[config.mk]
export PLATFORM = sky130hd
export DESIGN_NAME = serial_sum_deserializer
export DESIGN_NICKNAME = d
export VERILOG_FILES = /design/src/rtl/serial_sum_deserializer.sv
export SDC_FILE = /design/constraint.sdc
export NUM_CORES = 1
export LEC_CHECK = 0
export ABC_AREA = 1
export CORE_MARGIN = 1
export CORE_UTILIZATION = 52
export CTS_CLUSTER_SIZE = 8
export DETAILED_ROUTE_END_ITERATION = 10
export DONT_BUFFER_PORTS = 1
export PLACE_DENSITY = 0.7
export SYNTH_ARGS = -nofsm -noshare
export SYNTH_HDL_FRONTEND = slang
export SYNTH_SLANG_ARGS = --single-unit
[constraint.sdc]
create_clock -name clk -period 1.2 [get_ports clk]
set_input_delay 0.18 -clock clk [delete_from_list [all_inputs] [get_ports clk]]
set_output_delay 0.18 -clock clk [all_outputs]
set_load 0.02 [all_outputs]
[src/rtl/serial_sum_deserializer.sv]
// Receive end of the bit-serial adder: packs an LSB-first sum stream plus final carry
// into a parallel word on a valid/ready handshake. Optional parity check: DESER_PARITY_EN.
module serial_sum_deserializer #(
    parameter int N = 4
) (
    input  logic         clk,
    input  logic         reset,
    input  logic         start,
    input  logic         bit_in,
    input  logic         bit_valid,
    input  logic         carry_in,
    input  logic         out_ready,
    output logic [N-1:0] sum_out,
    output logic         cout_out,
    output logic         out_valid,
    output logic         busy,
    output logic         overrun
`ifdef DESER_PARITY_EN
    ,
    input  logic         parity_in,
    output logic         parity_err
`endif
);

    localparam int CNT_W = $clog2(N);

    typedef enum logic [1:0] {
        IDLE,
        SHIFT,
        HOLD
    } state_t;

    state_t             state_reg, state_next;
    logic [N-1:0]       shreg_reg, shreg_next;
    logic [CNT_W-1:0]   cnt_reg, cnt_next;
    logic [N-1:0]       sum_reg, sum_next;
    logic               cout_reg, cout_next;
    logic               valid_reg, valid_next;
    logic               overrun_reg, overrun_next;
    logic [N-1:0]       shift_word;
`ifdef DESER_PARITY_EN
    logic               perr_reg, perr_next;
`endif

    // New bits enter at the MSB so that after N shifts the first (LSB) bit sits at bit 0.
    assign shift_word = {bit_in, shreg_reg[N-1:1]};

    always_ff @(posedge clk or posedge reset) begin
        if (reset) begin
            state_reg   <= IDLE;
            shreg_reg   <= '0;
            cnt_reg     <= '0;
            sum_reg     <= '0;
            cout_reg    <= 1'b0;
            valid_reg   <= 1'b0;
            overrun_reg <= 1'b0;
`ifdef DESER_PARITY_EN
            perr_reg    <= 1'b0;
`endif
        end else begin
            state_reg   <= state_next;
            shreg_reg   <= shreg_next;
            cnt_reg     <= cnt_next;
            sum_reg     <= sum_next;
            cout_reg    <= cout_next;
            valid_reg   <= valid_next;
            overrun_reg <= overrun_next;
`ifdef DESER_PARITY_EN
            perr_reg    <= perr_next;
`endif
        end
    end

    always_comb begin
        state_next   = state_reg;
        shreg_next   = shreg_reg;
        cnt_next     = cnt_reg;
        sum_next     = sum_reg;
        cout_next    = cout_reg;
        valid_next   = valid_reg;
        overrun_next = overrun_reg;
`ifdef DESER_PARITY_EN
        perr_next    = perr_reg;
`endif
        case (state_reg)
            IDLE: begin
                if (start) begin
                    shreg_next = '0;
                    cnt_next   = '0;
                    state_next = SHIFT;
                end
            end
            SHIFT: begin
                // A start here restarts the frame and wins over a same-cycle bit.
                if (start) begin
                    shreg_next = '0;
                    cnt_next   = '0;
                end else if (bit_valid) begin
                    shreg_next = shift_word;
                    cnt_next   = cnt_reg + CNT_W'(1);
                    if (cnt_reg == CNT_W'(N - 1)) begin
                        sum_next   = shift_word;
                        cout_next  = carry_in;
                        valid_next = 1'b1;
`ifdef DESER_PARITY_EN
                        perr_next  = (^{shift_word, carry_in}) ^ parity_in;
`endif
                        state_next = HOLD;
                    end
                end
            end
            HOLD: begin
                if (out_ready) begin
                    valid_next = 1'b0;
`ifdef DESER_PARITY_EN
                    perr_next  = 1'b0;
`endif
                    if (start) begin
                        shreg_next = '0;
                        cnt_next   = '0;
                        state_next = SHIFT;
                    end else begin
                        state_next = IDLE;
                    end
                end else if (start) begin
                    overrun_next = 1'b1;
                end
            end
            default: state_next = IDLE;
        endcase
    end

    assign sum_out   = sum_reg;
    assign cout_out  = cout_reg;
    assign out_valid = valid_reg;
    assign overrun   = overrun_reg;
    assign busy      = (state_reg == SHIFT);
`ifdef DESER_PARITY_EN
    assign parity_err = perr_reg;
`endif

endmodule
* After elaboration in Yosys (flattened, before gate mapping) *
Cells that the tools add are included.

word-level totals
  bits in registers = 15
  bits in latches = 0
  RAM bits = 0
  bits in read-only memories = 0
  bits of input ports = 7
  logic and storage cells = 49
  memories = 0

operators by class
  $add $sub $neg = 1
  $mul = 0
  divide/modulo/power cells = 0
  $lt $le $gt $ge = 0
  equal/unequal tests = 9
  shift operators = 0
  mux-type cells = 22
  bitwise logic cells = 2
  reduce and logical (&&, ||, !) cells = 8

operator list
  kind                 count
  $mux 2               9
  $mux 4               4
  $pmux 2 s3           2
  $pmux 4 s3           1
  $reduce_and 5->1     2
  $ne 2x2->1 const B   4
  $reduce_and 3->1     2
  $mux 1               5
  $eq 2x2->1 const B   2
  $reduce_and 4->1     1
  $ne 3x3->1 const B   1
  $reduce_bool 3->1    1
  $add 2x1->2 const B  1
  $eq 2x1->1 const B   1
  $logic_not 2->1      1
  $ne 2x1->1 const B   1
  $not 1->1            2
  $pmux 1 s2           1
  $reduce_bool 2->1    1

* Depth between registers and ports, before layout *
  word-level depth = 5
  gate-level depth with buffers = 6
  gate-level depth less buffers = 6

* Worst setup path before layout *
Ideal clock, no wire load.

  path kind = flip-flop to flip-flop
  start = reg cnt_reg[0]
  end = reg cout_reg (netlist: cout_out)
  setup time = 0.117 ns
  data arrival time = 1.045 ns
  path slack = 0.038 ns
  stages on the path, launching flop included = 7
  path buffers = 0
  path through = dfrtp_1 ha_1 nand2_1 nor3_4 inv_2 nand2_1 nand2_1

between the ends
  longest elaborated chain between the ends = 2

RTL lines
  element                            line  text
  start: declaration                 35    logic [CNT_W-1:0] cnt_reg, cnt_next;
  start signal: assignment           63    cnt_reg <= cnt_next;
  $eq 2x2->1                         101   if (cnt_reg == CNT_W'(N - 1)) begin
  $reduce_and 4->1 (no source line)  --
  end signal: assignment             65    cout_reg <= cout_next;
  end: declaration                   37    logic cout_reg, cout_next;

No other way between the ends.
A chain may end at the register's enable or synchronous reset.

* Worst setup path in the final report *
  start = reg cnt_reg[0]
  end = reg sum_reg[1] (netlist: sum_out[1])

between the ends
  longest elaborated chain between the ends = 2

RTL lines
  element                            line  text
  $eq 2x2->1                         101
  $reduce_and 4->1 (no source line)  --
  end signal: assignment             64    sum_reg <= sum_next;
  end: declaration                   36    logic [N-1:0] sum_reg, sum_next;

No other way between the ends.

==> flow_metrics.py <==
metrics = {
    "outcome": {
        "status": "finished, final reports clean",
    },
    "synth": {
        "synth_compound_gate_area_share_pct": 3.56,
        "synth-edff-count": 0,
        "share_of_synthesized_area_occupied_by_flip_flops_and_latches_pct": 49.8,
        "share_of_the_synthesized_netlist_area_taken_by_xor_and_xnor_gates_pct": 0,
        "yosys_warnings": 0,
        "synthDominantAreaCellType": "dfrtp_1",
        "most_instantiated_cells_after_synthesis": "nand2_1 (35), dfrtp_1 (14), inv_1 (8), nor2_1 (8), nand4_1 (5)",
        "ys.flop_type": "dfrtp_1",
        "synth.ff_latch_count": 14,
        "synth_nets": 95,
        "yosysUniqueCellTypes": 16,
        "syn_inst": 87,
        "syn_area_per_cell_um2": 8.08,
        "asyncSetResetFlopFracSynth_pct": 100,
        "synth_fa_ha_area_share_pct": 1.78,
        "synth_most_common_cell": "nand2_1",
        "post_synth_mux_area_share_pct": 0,
        "syn_area_um2": 703,
        "post_synth_and_or_nand_nor_area_fraction_pct": 39.0,
        "synth_area_leaders": "dfrtp_1 (50%), nand2_1 (19%), nand4_1 (4.4%)",
        "yosys.area.top_type_share_pct": 49.8,
        "synth_top_family_by_area": "simple AND/OR/NAND/NOR gates",
    },
    "power": {
        "power_leakage_nw": 0.484,
        "pwr_density_cell_nw_per_um2": 1980,
        "worst_ir_drop_vdd_mv": 1.12,
    },
    "clock_tree": {
        "cts.clk_slew.worst_paths_ns": 0.09,
        "cts.sinks": 14,
        "max-clock-path-buffers": 2,
        "cts_tree": "yes",
        "cts_made_buffers": 3,
        "clk-insertion-delay-late_ns": 0.28,
        "cts-root-buf": "clkbuf_4",
        "cts.htree.levels": 1,
    },
    "layout": {
        "final-seq-area_um2": 352,
        "final_cells": 115,
        "area_delta_synth_final_pct": 24.2,
        "n_fill_cell": 87,
        "multi_input_area_um2": 342,
        "antenna-diode-count": 0,
        "num-nets-final": 110,
        "largest_register_ffs": 4,
        "share_of_final_layout_standard_cells_stronger_than_drive_strength_1_pct": 28.7,
        "final_area_um2": 873,
    },
    "timing": {
        "finalSetupViolations": 0,
        "worst_slew_pin_slew_ns": 0.526,
        "max_slew_margin_pct": 64.9,
        "final_critical_path_setup_slack_ns": 0.00819,
        "period_needed_ns": 1.19,
        "rsz0062_at_grt": "yes",
        "maxSlewViolCount": 0,
        "clock_skew_ns": 0.00186,
        "post-route-period-util_pct": 99.3,
        "timing.fmax_ghz": 0.839,
        "finalHoldViolations": 0,
    },
    "critical_path": {
        "cp-end-kind": "flip-flop",
        "worstSetupPathType": "flip-flop to flip-flop",
        "timing.critical_path.from": "cnt_reg[0]$_DFFE_PP0P_",
        "reg2reg_from": "cnt_reg[0]$_DFFE_PP0P_",
        "r2r_end": "sum_out[1]$_DFFE_PP0P_",
        "timing.critical_path.to": "sum_out[1]$_DFFE_PP0P_",
        "crit_fanout": 6,
        "reg2reg_setup_slack_ns": 0.008,
        "worst-r2r-cell-count": 6,
        "worstPathRequired_ns": 1.38,
        "critical_path_arrival_ns": 1.37,
        "critical_path.startpoint_type": "flip-flop",
    },
    "grt": {
        "total_routing_resource_utilization_after_global_routing_pct": 22.7,
        "first_pass_grt_wire_length_mm": 2.30,
        "via_count_of_the_first_global_routing_pass": 562,
        "antenna_found_initial": 0,
        "overflow": 0,
        "maximum_number_of_pins_on_one_net_before_global_route_repair": 15,
    },
    "place": {
        "post-place-cells": 103,
        "placement.io_buffers": 0,
        "detailedPlacementHpwl_um": 965,
        "detailedPlace.worstSlack_ns": 0.00151,
        "gpl_wtd_cong": 0.729,
        "placement.cell_area_um2": 736,
    },
    "die": {
        "fp.coreArea_um2": 1190,
        "design.die.area_um2": 1500,
        "row_count": 12,
        "floorplan.die.height_um": 38.8,
        "floorplan.initialDensity_pct": 59.3,
        "die_width_um": 38.8,
        "floorplan.io_pins": 15,
    },
    "drt": {
        "iteration_0_drc_markers": 8,
        "vias_per_cell": 5.41,
        "dr_total_vias": 622,
        "route.detailed.wl_per_inst_um": 13.2,
        "detail_route.wirelength_mm": 1.52,
        "antenna_violating_nets_post_route": 0,
        "firstDrtPassIters": 4,
        "dr_drc_count": 0,
    },
    "run": {
        "cap_violations": 0,
    },
    "hold_path": {
        "min_path_type": "input port to flip-flop",
        "worstHoldStart": "bit_in",
    },
}
[layout make-up]
| cell class | instances | area share [%] |
|---|---|---|
| flip-flops and latches | 14 | 40.3 |
| multi-input cells | 62 | 39.1 |
| clock buffers | 4 | 4.15 |
| inverters | 11 | 4.73 |
| repair buffers | 10 | 9.74 |
| well taps | 14 | 2.01 |
[how the worst min path moves through the flow]
| stage | endpoint | slack, ns | cells after the start |
|---|---|---|---|
| 5_1_grt | cout_out$_DFFE_PP0P_ | 0.03 | 2 |
| 3_5_place_dp | cout_out$_DFFE_PP0P_ | 0.14 | 1 |
| 6_report | sum_out[3]$_DFFE_PP0P_ | 0.02 | 2 |
| 2_1_floorplan | cnt_reg[0]$_DFFE_PP0P_ | 0.07 | 1 |
| 3_3_place_gp | cout_out$_DFFE_PP0P_ | 0.12 | 1 |
| 4_1_cts | sum_out[3]$_DFFE_PP0P_ | 0.01 | 2 |
[layout by cell type, fill, tap and decap left out]
master	instances
a211oi_1	1
buf_4	7
buf_6	2
clkbuf_4	3
clkbuf_8	1
dfrtp_1	13
dfrtp_2	1
dlygate4sd3_1	1
ha_2	1
inv_1	8
inv_2	3
nand2_1	32
nand2_2	3
nand2_4	3
nand3_1	2
nand3_2	1
nand3_4	1
nand4_1	5
nor2_1	7
nor2_2	1
nor2_4	1
nor3_4	1
o21ai_0	2
o21bai_1	1
[through the flow]
stage / utilization (%) / TNS, ns / hold slack (ns) / power (W)
6_report: 73.6 / 0 / 0.0180 / 0.00173
5_1_grt: 73.6 / -0.200 / 0.0285 / 0.00184
4_1_cts: 69.9 / 0 / 0.00964 / 0.00165
3_5_place_dp: 62.0 / 0 / 0.139 / 0.00122
3_3_place_gp: 62.0 / 0 / 0.124 / 0.00121
2_1_floorplan: - / 0 / 0.0692 / 0.00111
[where the power goes]
| part | internal, W | switching [W] |
|---|---|---|
| Clock | 0.000185 | 0.000160 |
| Sequential | 0.000595 | 0.000170 |
| Combinational | 0.000269 | 0.000354 |
[cells by family after synthesis]
group	Yosys count
buffers and inverters	11
adder cells (fa/ha/maj)	1
AND/OR/NAND/NOR	57
flip-flops	14
AO/OA/AOI/OAI	4
[per-layer routing]
layer,wire length (um),vias up,track usage [%],part of all wire [%]
met5,0,-,0,0
met4,17,0,7.76,1.1
met3,71,2,4.62,4.7
met2,799,16,41.3,53
met1,629,301,25.8,41
li1,-,303,-,-
[what timing repair did]
item                                   CTS  global route
hold buffers                             1             0
pin swaps                                3             4
setup buffers                            5             2
endpoints found under the hold margin   14             0
setup endpoints to repair                4            12
resized for setup                        4             7
[critical path, cell delays in order (launching register included)]
cell and delay (ns):
dfrtp_1 0.37, ha_2 0.19, nand2_2 0.07, nor3_4 0.22, inv_2 0.11, nand2_1 0.07
nand2_1 0.06
Power figures use the tool's default switching activity.
